$ cat src/rtl/onehot_decoder_3_5.sv
`default_nettype none
// ============================================================================
// Module   : onehot_decoder_3_5
// Brief    : Registered, flow-controlled 3-to-5 binary-to-one-hot decoder with
//            a 2-entry input buffer and a programmable per-word hold time.
// Revision : 1.0 - initial release
// ============================================================================
module onehot_decoder_3_5 #(
    parameter int unsigned HOLD = 1
) (
    input  logic       clk,
    input  logic       reset_n,
    input  logic [2:0] in_code,
    input  logic       in_valid,
    output logic       in_ready,
    output logic [4:0] onehot_out,
    output logic       out_valid,
    output logic       busy,
    output logic       err_code,
    input  logic       err_clr
);

    localparam logic [0:0] c_ST_IDLE   = 1'b0;
    localparam logic [0:0] c_ST_DRIVE  = 1'b1;
    localparam logic [3:0] c_HOLD_LAST = 4'(HOLD - 1);
    localparam logic [2:0] c_MAX_CODE  = 3'd4;
    localparam logic [1:0] c_OCC_FULL  = 2'd2;

    logic [0:0] r_state;
    logic [3:0] r_count;
    logic [4:0] r_onehot;
    logic       r_err;

    logic [2:0] r_mem [2];
    logic       r_wr_ptr;
    logic       r_rd_ptr;
    logic [1:0] r_occ;

    logic       w_ready;
    logic       w_accept;
    logic       w_legal;
    logic       w_push;
    logic       w_illegal;
    logic       w_hold_done;
    logic       w_pop;
    logic [2:0] w_head;
    logic [4:0] w_head_onehot;

    // Ready comes only from registered occupancy, so a pop frees a slot one cycle later.
    assign w_ready       = (r_occ != c_OCC_FULL);
    assign w_accept      = in_valid & w_ready;
    assign w_legal       = (in_code <= c_MAX_CODE);
    assign w_push        = w_accept & w_legal;
    assign w_illegal     = w_accept & ~w_legal;
    assign w_hold_done   = (r_count == c_HOLD_LAST);
    assign w_pop         = (r_occ != 2'd0) &&
                           ((r_state == c_ST_IDLE) || w_hold_done);
    assign w_head        = r_mem[r_rd_ptr];
    assign w_head_onehot = 5'b00001 << w_head;

    // Storage array carries no reset; occupancy alone decides what is valid.
    always_ff @(posedge clk) begin
        if (w_push) begin
            r_mem[r_wr_ptr] <= in_code;
        end
    end

    always_ff @(posedge clk or negedge reset_n) begin
        if (!reset_n) begin
            r_wr_ptr <= 1'b0;
            r_rd_ptr <= 1'b0;
            r_occ    <= 2'd0;
        end else begin
            if (w_push) begin
                r_wr_ptr <= ~r_wr_ptr;
            end
            if (w_pop) begin
                r_rd_ptr <= ~r_rd_ptr;
            end
            case ({w_push, w_pop})
                2'b10:   r_occ <= r_occ + 2'd1;
                2'b01:   r_occ <= r_occ - 2'd1;
                default: r_occ <= r_occ;
            endcase
        end
    end

    always_ff @(posedge clk or negedge reset_n) begin
        if (!reset_n) begin
            r_state  <= c_ST_IDLE;
            r_count  <= 4'd0;
            r_onehot <= 5'd0;
        end else begin
            case (r_state)
                c_ST_IDLE: begin
                    if (w_pop) begin
                        r_onehot <= w_head_onehot;
                        r_count  <= 4'd0;
                        r_state  <= c_ST_DRIVE;
                    end
                end
                c_ST_DRIVE: begin
                    if (w_hold_done) begin
                        r_count <= 4'd0;
                        if (w_pop) begin
                            r_onehot <= w_head_onehot;
                        end else begin
                            r_onehot <= 5'd0;
                            r_state  <= c_ST_IDLE;
                        end
                    end else begin
                        r_count <= r_count + 4'd1;
                    end
                end
                default: begin
                    r_state  <= c_ST_IDLE;
                    r_count  <= 4'd0;
                    r_onehot <= 5'd0;
                end
            endcase
        end
    end

    // A new illegal code outranks a clear arriving in the same cycle.
    always_ff @(posedge clk or negedge reset_n) begin
        if (!reset_n) begin
            r_err <= 1'b0;
        end else if (w_illegal) begin
            r_err <= 1'b1;
        end else if (err_clr) begin
            r_err <= 1'b0;
        end
    end

    assign in_ready   = w_ready;
    assign onehot_out = r_onehot;
    assign out_valid  = (r_state == c_ST_DRIVE);
    assign busy       = (r_state == c_ST_DRIVE) || (r_occ != 2'd0);
    assign err_code   = r_err;

endmodule
`default_nettype wire
$ cat config.mk
export PLATFORM = sky130hd
export DESIGN_NAME = onehot_decoder_3_5
export DESIGN_NICKNAME = d
export VERILOG_FILES = /design/src/rtl/onehot_decoder_3_5.sv
export SDC_FILE = /design/constraint.sdc
export NUM_CORES = 1
export LEC_CHECK = 0
export CORE_MARGIN = 2
export CORE_UTILIZATION = 57
export CTS_BUF_LIST = sky130_fd_sc_hd__clkbuf_8
export DETAILED_ROUTE_END_ITERATION = 10
export MAX_ROUTING_LAYER = met4
export PLACE_DENSITY = 0.85
export SLEW_MARGIN = 10
export SYNTH_ARGS = -nofsm -noshare
export SYNTH_HDL_FRONTEND = slang
export SYNTH_SLANG_ARGS = --single-unit
$ cat constraint.sdc
create_clock -name clk -period 4.6 [get_ports clk]
set_input_delay 0.46 -clock clk [delete_from_list [all_inputs] [get_ports clk]]
set_output_delay 0.46 -clock clk [all_outputs]
set_load 0.05 [all_outputs]
==> results.toml <==
[sta]
worst_slack_ns = 2.05
report.final.slew_viol_count = 0
fin_tns_setup_ns = 0
worstMarginPinSlew_ns = 0.671
finalHoldViolations = 0
rsz0062_at_grt = "no"
max_slew_margin_pct = 55.1
period_minus_slack_ns = 2.55
setup_viol = 0
fmax_ghz = 0.391
fin_crit_sh_pct = 55.5
skew_ns = 0.00243

[grt]
grtUsageTotal_pct = 22.3
antenna_found_initial = 0
grt_max_degree = 16
grt_pass1_wl_um = 2930
grt_pass1_vias = 657
grt_overflow = 0

[logic_synthesis]
yosys.area_share.simple_pct = 9.59
synthArstFlopShare_pct = 71.4
synth-compound-area-share_pct = 14.2
synth_area_leaders = "dfrtp_1 40%, edfxtp_1 19%, a32o_1 4.3%"
muxShareOfSynthArea_pct = 3.60
synth-xor-area-share_pct = 5.59
yosys_warnings = 0
synthesis.nets = 86
synth_fa_ha_area_share_pct = 3.99
synth_most_common_cell = "dfrtp_1"
synth_ff_type = "dfrtp_1"
avgSynthCellArea_um2 = 12.4
synth_area_um2 = 940
yosysTopAreaCell = "dfrtp_1"
synth_enable_flop_cells = 6
synth_top_family_by_area = "compound AO/OA/AOI/OAI gates"
yosysSeqAreaShare_pct = 59.1
ys_types = 24
synth-seq-cells = 21
synth_cells = 76
synth_common_cells = "15 x dfrtp_1, 7 x inv_1, 6 x edfxtp_1, 5 x nand2_1, 5 x o21ai_0"
netlist.area_leader.share_pct = 39.9

[drt]
detailedRoute.firstIterationViolations = 12
drtAntennaViolNets = 0
routed_wl_um = 1720
drtPass1Iterations = 4
avgRoutedWirePerCell_um = 15.8
num_vias = 646
viasPerCell = 5.93
drc = 0

[finish]
fill_cells = 110
fin_area_um2 = 1140
diodes = 0
synthToLayoutAreaGrowth_pct = 21.8
nets = 104
drive_gt1_share_pct = 9.68

[pwr]
p_leak_nw = 0.482
total_power_mw = 0.709
p_per_area_nw_per_um2 = 619
peakVddDrop_mv = 0.374

[floorplan]
dieWidth_um = 44.6
coreArea_um2 = 1520
ios = 16
start_util_pct = 61.7
die_area_um2 = 1990
std_cell_rows = 14
die_h_um = 44.6

[placement]
place_congestion = 0.772
placed_cell_area_um2 = 1100
place_hpwl_um = 1230
preCtsSetupSlack_ns = 2.34
port-buffer-count = 15

[clocking]
clockBufferDepth = 2
clkTransAtPathRegs_ns = 0.07
clk_latency_ns = 0.26
cts_resized = 0
cts_buffers = 3
cts_tree = "done"
hold_buffers = 0
clock-sinks = 21
post_cts_buffers = 0
root_buffer = "clkbuf_8"
htree_levels = 1

[critical_path]
worst_setup_path_end_kind = "primary output"
crit_type = "reg -> out"
worst-path-max-fanout = 10
worst-endpoint-arrival_ns = 2.09
start_kind = "register"
crit_required_ns = 4.14

[run_status]
outcome = "finished clean"

[job]
max-cap-violations = 0

[worst_hold_path]
hp-class = "reg -> reg"
[metrics by stage]
stage	hold slack, ns	utilization (%)	std cells
final	0.497	75.1	109
after global routing	0.511	75.1	109
after CTS	0.499	75.1	109
after detailed placement	0.484	72.2	105
after global placement	0.475	72.2	105
after floorplan	0.164	-	76
[final timing paths]
path | from | to | slack [ns] | cells past startpoint
setup reg to reg | r_count[1]$_DFFE_PN0P_ | r_occ[1]$_DFFE_PN0P_ | 2.61 | 7
setup / recovery | out_valid$_DFF_PN0_ | busy | 2.05 | 3
max in group asynchronous | reset_n | r_wr_ptr$_DFFE_PN0P_ | 3.56 | 1
hold / removal | onehot_out[1]$_DFFE_PN0P_ | onehot_out[1]$_DFFE_PN0P_ | 0.50 | 1
hold reg to reg | onehot_out[1]$_DFFE_PN0P_ | onehot_out[1]$_DFFE_PN0P_ | 0.50 | 1
min in group asynchronous | reset_n | onehot_out[2]$_DFFE_PN0P_ | 0.61 | 1
[worst max-delay path, stage by stage, from the launching register on]
cell	delay, ns
dfrtp_1	0.51
nor3_1	0.48
inv_1	0.11
clkdlybuf4s50_1	0.73
[report_power, final]
group | switching [mW] | total, mW | internal (mW)
clock network | 0.0556 | 0.115 | 0.0594
logic | 0.182 | 0.304 | 0.122
registers | 0.0492 | 0.290 | 0.241
[cells by family (layout without fill, tap and decap cells)]
kind of cell | after synthesis | in the layout
AO/OA/AOI/OAI | 16 | 16
multiplexers | 3 | 3
buffers and inverters | 9 | 26
XOR/XNOR | 6 | 6
adder cells (fa/ha/maj) | 3 | 3
flip-flops | 21 | 21
AND/OR/NAND/NOR | 18 | 18
[cell type report]
cell class / count / area, um2 / share of cell area [%]
Timing Repair Buffer: 15 / 150 / 13.1
Tap cell: 16 / 20.0 / 1.75
Clock buffer: 3 / 41.3 / 3.61
Multi-Input combinational cell: 46 / 348 / 30.4
Inverter: 7 / 26.3 / 2.30
Sequential cell: 21 / 556 / 48.5
Clock inverter: 1 / 3.75 / 0.328
[per-layer routing]
layer | global-route usage (%) | wire [um]
met1 | 25.2 | 771
met2 | 36.5 | 834
met3 | 3.67 | 61
met4 | 13.9 | 55
met5 | - | 0
[layout by cell type (no fill, tap or decap), types with 2 or more instances in the layout]
cell and instances:
mux2_2 3, ha_1 3, xor2_1 2, nand2_1 5
edfxtp_1 6, xnor2_1 4, nor2_1 4, inv_1 8
clkbuf_8 3, dfrtp_1 15, nand3_1 3, clkdlybuf4s50_1 15
a32o_1 4, nand2b_1 3, o21ai_0 5, a22o_1 2
[state kept, by name, summed over array words and instances (netlist names)]
register / count
r_mem: 6
onehot_out: 5
r_occ: 2
r_count: 4
out_valid: 1
r_wr_ptr: 1
r_rd_ptr: 1
err_code: 1
Power figures use the tool's default switching activity.
